<file path="src/rtl/vga_timing_gen_if.sv">
// rtl/vga_timing_gen_if.sv - raster timing bundle between the generator and its consumers
interface vga_timing_gen_if;
    logic       blink_hold;
    logic       pix_tick;
    logic [9:0] hCount;
    logic [9:0] vCount;
    logic       hSync;
    logic       vSync;
    logic       bright;
    logic       frame_start;
    logic       blink_en;

    modport master (
        input  blink_hold,
        output pix_tick, hCount, vCount, hSync, vSync, bright, frame_start, blink_en
    );

    modport slave (
        output blink_hold,
        input  pix_tick, hCount, vCount, hSync, vSync, bright, frame_start, blink_en
    );
endinterface

</file>
<file path="src/rtl/vga_timing_gen.sv">
// rtl/vga_timing_gen.sv - pixel divider, 800x525 raster counters, sync/bright decode and blink enable
// Optional macro VGA_SYNC_ALIGN_EN registers hSync/vSync/bright for one extra clk of latency.
module vga_timing_gen #(
    parameter int CLK_DIV      = 4,
    parameter int H_TOTAL      = 800,
    parameter int H_SYNC       = 96,
    parameter int H_VIS_START  = 144,
    parameter int H_VIS_END    = 784,
    parameter int V_TOTAL      = 525,
    parameter int V_SYNC       = 2,
    parameter int V_VIS_START  = 35,
    parameter int V_VIS_END    = 515,
    parameter int BLINK_FRAMES = 30
) (
    input  logic              clk,
    input  logic              rst,
    vga_timing_gen_if.master  vga
);
    localparam int DIV_W = (CLK_DIV > 2) ? $clog2(CLK_DIV) : 1;
    localparam int BLK_W = (BLINK_FRAMES > 2) ? $clog2(BLINK_FRAMES) : 1;

    logic [DIV_W-1:0] div_q, div_d;
    logic             pix_tick_q, pix_tick_d;
    logic [9:0]       h_q, h_d;
    logic [9:0]       v_q, v_d;
    logic             frame_start_q, frame_start_d;
    logic [BLK_W-1:0] blink_cnt_q, blink_cnt_d;
    logic             blink_en_q, blink_en_d;

    logic div_wrap, h_wrap, v_wrap;
    logic hs_dec, vs_dec, br_dec;

    always_comb begin
        div_wrap      = (div_q == DIV_W'(CLK_DIV - 1));
        h_wrap        = (h_q == 10'(H_TOTAL - 1));
        v_wrap        = (v_q == 10'(V_TOTAL - 1));
        div_d         = div_wrap ? '0 : div_q + 1'b1;
        pix_tick_d    = div_wrap;
        h_d           = h_q;
        v_d           = v_q;
        frame_start_d = div_wrap && h_wrap && v_wrap;
        if (div_wrap) begin
            if (h_wrap) begin
                h_d = '0;
                v_d = v_wrap ? '0 : v_q + 10'd1;
            end else begin
                h_d = h_q + 10'd1;
            end
        end
    end

    // The blink counter reacts to the clk in which the frame_start strobe is visible.
    always_comb begin
        blink_cnt_d = blink_cnt_q;
        blink_en_d  = blink_en_q;
        if (vga.blink_hold) begin
            blink_cnt_d = '0;
            blink_en_d  = 1'b1;
        end else if (frame_start_q) begin
            if (blink_cnt_q == BLK_W'(BLINK_FRAMES - 1)) begin
                blink_cnt_d = '0;
                blink_en_d  = ~blink_en_q;
            end else begin
                blink_cnt_d = blink_cnt_q + 1'b1;
            end
        end
    end

    always_ff @(posedge clk) begin
        if (rst) begin
            div_q         <= '0;
            pix_tick_q    <= 1'b0;
            h_q           <= '0;
            v_q           <= '0;
            frame_start_q <= 1'b0;
            blink_cnt_q   <= '0;
            blink_en_q    <= 1'b1;
        end else begin
            div_q         <= div_d;
            pix_tick_q    <= pix_tick_d;
            h_q           <= h_d;
            v_q           <= v_d;
            frame_start_q <= frame_start_d;
            blink_cnt_q   <= blink_cnt_d;
            blink_en_q    <= blink_en_d;
        end
    end

    always_comb begin
        hs_dec = (h_q >= 10'(H_SYNC));
        vs_dec = (v_q >= 10'(V_SYNC));
        br_dec = (h_q >= 10'(H_VIS_START)) && (h_q < 10'(H_VIS_END)) &&
                 (v_q >= 10'(V_VIS_START)) && (v_q < 10'(V_VIS_END));
    end

`ifdef VGA_SYNC_ALIGN_EN
    logic hs_q, vs_q, br_q;

    always_ff @(posedge clk) begin
        if (rst) begin
            hs_q <= 1'b0;
            vs_q <= 1'b0;
            br_q <= 1'b0;
        end else begin
            hs_q <= hs_dec;
            vs_q <= vs_dec;
            br_q <= br_dec;
        end
    end

    assign vga.hSync  = hs_q;
    assign vga.vSync  = vs_q;
    assign vga.bright = br_q;
`else
    assign vga.hSync  = hs_dec;
    assign vga.vSync  = vs_dec;
    assign vga.bright = br_dec;
`endif

    assign vga.pix_tick    = pix_tick_q;
    assign vga.hCount      = h_q;
    assign vga.vCount      = v_q;
    assign vga.frame_start = frame_start_q;
    assign vga.blink_en    = blink_en_q;
endmodule
</file>
<file path="src/flat_wrapper.sv">
// flat-port wrapper written by rule: the top's interface ports become plain ports
module vga_timing_gen_flat 
#(
    parameter int CLK_DIV      = 4,
    parameter int H_TOTAL      = 800,
    parameter int H_SYNC       = 96,
    parameter int H_VIS_START  = 144,
    parameter int H_VIS_END    = 784,
    parameter int V_TOTAL      = 525,
    parameter int V_SYNC       = 2,
    parameter int V_VIS_START  = 35,
    parameter int V_VIS_END    = 515,
    parameter int BLINK_FRAMES = 30
)
  (clk, rst, vga_blink_hold, vga_pix_tick, vga_hCount, vga_vCount, vga_hSync, vga_vSync, vga_bright, vga_frame_start, vga_blink_en);
  vga_timing_gen_if vga_i ();
  input  logic clk;
  input  logic rst;
  input wire logic [$bits(vga_i.blink_hold)-1:0] vga_blink_hold;
  output wire logic [$bits(vga_i.pix_tick)-1:0] vga_pix_tick;
  output wire logic [$bits(vga_i.hCount)-1:0] vga_hCount;
  output wire logic [$bits(vga_i.vCount)-1:0] vga_vCount;
  output wire logic [$bits(vga_i.hSync)-1:0] vga_hSync;
  output wire logic [$bits(vga_i.vSync)-1:0] vga_vSync;
  output wire logic [$bits(vga_i.bright)-1:0] vga_bright;
  output wire logic [$bits(vga_i.frame_start)-1:0] vga_frame_start;
  output wire logic [$bits(vga_i.blink_en)-1:0] vga_blink_en;
  assign vga_i.blink_hold = vga_blink_hold;
  assign vga_pix_tick = vga_i.pix_tick;
  assign vga_hCount = vga_i.hCount;
  assign vga_vCount = vga_i.vCount;
  assign vga_hSync = vga_i.hSync;
  assign vga_vSync = vga_i.vSync;
  assign vga_bright = vga_i.bright;
  assign vga_frame_start = vga_i.frame_start;
  assign vga_blink_en = vga_i.blink_en;
  vga_timing_gen #(.CLK_DIV(CLK_DIV), .H_TOTAL(H_TOTAL), .H_SYNC(H_SYNC), .H_VIS_START(H_VIS_START), .H_VIS_END(H_VIS_END), .V_TOTAL(V_TOTAL), .V_SYNC(V_SYNC), .V_VIS_START(V_VIS_START), .V_VIS_END(V_VIS_END), .BLINK_FRAMES(BLINK_FRAMES)) u_core (.clk(clk), .rst(rst), .vga(vga_i));
endmodule
</file>
<file path="config.mk">
export PLATFORM = sky130hd
export DESIGN_NAME = vga_timing_gen_flat
export DESIGN_NICKNAME = d
export VERILOG_FILES = /design/src/rtl/vga_timing_gen_if.sv /design/src/rtl/vga_timing_gen.sv /design/src/flat_wrapper.sv
export SDC_FILE = /design/constraint.sdc
export NUM_CORES = 1
export LEC_CHECK = 0
export CAP_MARGIN = 5
export CORE_MARGIN = 3
export CORE_UTILIZATION = 45
export DETAILED_ROUTE_END_ITERATION = 8
export DONT_BUFFER_PORTS = 1
export SLEW_MARGIN = 20
export SYNTH_ARGS = -nofsm -noshare
export SYNTH_HDL_FRONTEND = slang
export SYNTH_SLANG_ARGS = --single-unit
</file>
<file path="constraint.sdc">
create_clock -name clk -period 2.6 [get_ports clk]
set_input_delay 0.65 -clock clk [delete_from_list [all_inputs] [get_ports clk]]
set_output_delay 0.65 -clock clk [all_outputs]
set_load 0.005 [all_outputs]
</file>
==> impl_metrics.json <==
{
  "synth_top_cell_by_area": "dfxtp_1",
  "slowest_stage": "dfxtp_1",
  "grt_max_degree": 19,
  "wl_per_cell_um": 15.4,
  "dpl_cell_area_um2": 1580,
  "synth_common_cells": "dfxtp_1, nand2_1, nor2_1, nor3_1",
  "synth_area_um2": 1570,
  "die-area_um2": 4230,
  "worstPathCellList": "ha_1 > nor4_1 > and4b_1 > nor3_1 > a221oi_2",
  "final_layout_size_suffix_gt1_frac": 0.0929,
  "rows": 20,
  "ant_nets": 0,
  "numPortBuffers": 0,
  "wl_um": 3490,
  "initial_core_util": 0.493,
  "vias": 1303,
  "clk_path_buf_depth": 2,
  "seq_area_frac_synth": 0.383,
  "required_ns": 1.95,
  "cp_slowest_stage_delay_ns": 0.41,
  "worst_pin_slew_ns": 0.588,
  "grt_pass1_vias": 1234,
  "cts_tree": "done",
  "ys_seq_elements": 30,
  "drt_first_pass_iters": 4,
  "min_period_ns": 2.43,
  "area_growth_pct": 5.27,
  "final.setup_skew_ns": 0.0180,
  "synthMostInstantiatedCell": "dfxtp_1",
  "grt_usage": 0.178,
  "crit_path_start_kind": "flip-flop",
  "cp_top_family": "simple AND/OR/NAND/NOR gates",
  "insertedDiodeCount": 0,
  "report.power.total_w": 0.000781,
  "hold_buffers": 0,
  "max_freq_mhz": 411,
  "maxCapViolCount": 0,
  "power.density_nw_per_um2": 474,
  "fin_crit_sh": 0.935,
  "nets": 193,
  "grt_pass1_wl_um": 5820,
  "synth_fp_nets": 193,
  "worst-path-max-fanout": 8,
  "maxSlewHeadroom": 0.602,
  "antenna_found_initial": 0,
  "cts_made_buffers": 5,
  "p_leak_nw": 0.558,
  "holdWs_ns": 0.374,
  "clk-insertion-delay-late_ns": 0.33,
  "ir_drop_v": 0.000323,
  "clk_pin_slew_worst_paths_ns": 0.10,
  "synth_edf_count": 0,
  "hold_path.class": "primary input to flip-flop",
  "finalSetupViolCount": 0,
  "rsz0062_at_grt": "false",
  "yosysTopAreaCellShare": 0.383,
  "yosys-top-cells-area": "dfxtp_1, ha_1, xor2_1, nand2_1, nor3_1",
  "status": "finished, final reports clean",
  "post_cts_buffers": 0,
  "hold_violations": 0,
  "ioPinCount": 29,
  "drc_errors": 0,
  "synth_cell_types": 37,
  "die_y_um": 65,
  "critPathCaptureType": "output pin",
  "r2r_setup_slack_ns": 0.41,
  "initialDrtViolationCount": 92,
  "postSynthCellCount": 182,
  "ys_warn_count": 0,
  "ys_async_sr_fraction": 0,
  "die_w_um": 65,
  "htree_num_levels": 2,
  "dp_hpwl_um": 2570,
  "cp.arrival_ns": 1.78,
  "nFillCells": 312,
  "design_area_um2": 1650,
  "avgViaCountPerCell": 5.74,
  "setup_tns_ns": 0,
  "critPathBufInv": 0,
  "gp_congestion": 0.776,
  "grt.overflow.total": 0,
  "coreArea_um2": 3180,
  "syn_area_per_cell_um2": 8.61,
  "slew_violations": 0,
  "synth_top_flop_cell": "dfxtp_1",
  "critical_path_class": "flip-flop to output pin",
  "cts_root_buffer": "clkbuf_4",
  "clock_sinks": 30
}
-- worst register-to-register path: stages (launching register included) --
cell and delay (ns):
dfxtp_1 0.43, or4b_4 0.59, or4_4 0.54, or4_4 0.43, a21oi_2 0.13
-- flip-flops by register name, summed over array words and instances, names as in the netlist --
| name | count |
|---|---|
| u_core.vga.vCount | 10 |
| u_core.vga.frame_start | 1 |
| u_core.div_q | 2 |
| u_core.blink_cnt_q | 5 |
| u_core.vga.blink_en | 1 |
| u_core.vga.hCount | 10 |
| u_core.vga.pix_tick | 1 |
-- per-layer routing --
layer  vias up  track usage  wire length (µm)
li1        653            -                 -
met1       616        0.215              1590
met2        31        0.290              1660
met3         3       0.0711               201
met4         0       0.0475                27
met5         -            0                 0
-- timing repair --
action,CTS,global route
endpoints found under the hold margin,0,0
endpoints found under the setup margin,0,1
resized for setup,0,1
-- cell usage in the layout, fill, tap and decap left out, types with 2 or more instances in the layout --
cell,count
buf_4,2
o21ai_0,4
nor3_1,11
nand3_1,10
nor3b_1,2
nand2_1,16
or4_4,2
nor4_1,4
xnor2_1,6
or4_1,5
and4b_1,2
nor2_1,14
or3_1,5
dfxtp_1,30
nand4_1,5
a21oi_1,10
xor2_1,8
and3_1,3
inv_1,8
ha_1,8
nand2b_1,2
o31ai_1,6
clkbuf_4,5
-- final timing paths --
check | endpoint | cells past startpoint | from
worst min-delay path | u_core.vga.vCount[1] | 1 | rst
worst min register to register | u_core.div_q[0] | 1 | u_core.div_q[0]
worst max register to register | u_core.vga.vCount[9] | 4 | u_core.vga.hCount[5]
worst max-delay path | vga_bright | 5 | u_core.vga.vCount[1]
-- per-stage QoR --
stage,worst slack (ns),util,instances
after floorplan,0.487,-,182
final,0.170,0.519,227
after CTS,0.0597,0.517,227
after detailed placement,0.437,0.498,219
after global placement,0.464,0.498,219
after global routing,0.0203,0.519,227
-- layout make-up --
cell class	instances	area, µm²	area share
multi-input combinational	135	888	0.539
sequential	30	601	0.364
clock buffer	7	55.1	0.0334
tap	44	55.1	0.0334
inverter	8	30.0	0.0182
timing repair buffer	2	15.0	0.00910
clock inverter	1	5.00	0.00303
-- report_power, final --
group / switching [W] / internal, W / total, W
logic: 0.00000951 / 0.00000729 / 0.0000168
clock network: 0.000165 / 0.000131 / 0.000296
registers: 0.00000374 / 0.000465 / 0.000469
-- kinds of logic after synthesis --
| family | Yosys count | synth area share |
|---|---|---|
| buffers and inverters | 17 | 0.0535 |
| xor gates and xnor gates | 14 | 0.0783 |
| and+or+nand+nor | 88 | 0.319 |
| DFF | 30 | 0.383 |
| adders and majority gates | 8 | 0.0639 |
| AOI/OAI and AO/OA | 25 | 0.102 |
(Power assumes the default switching activity.)
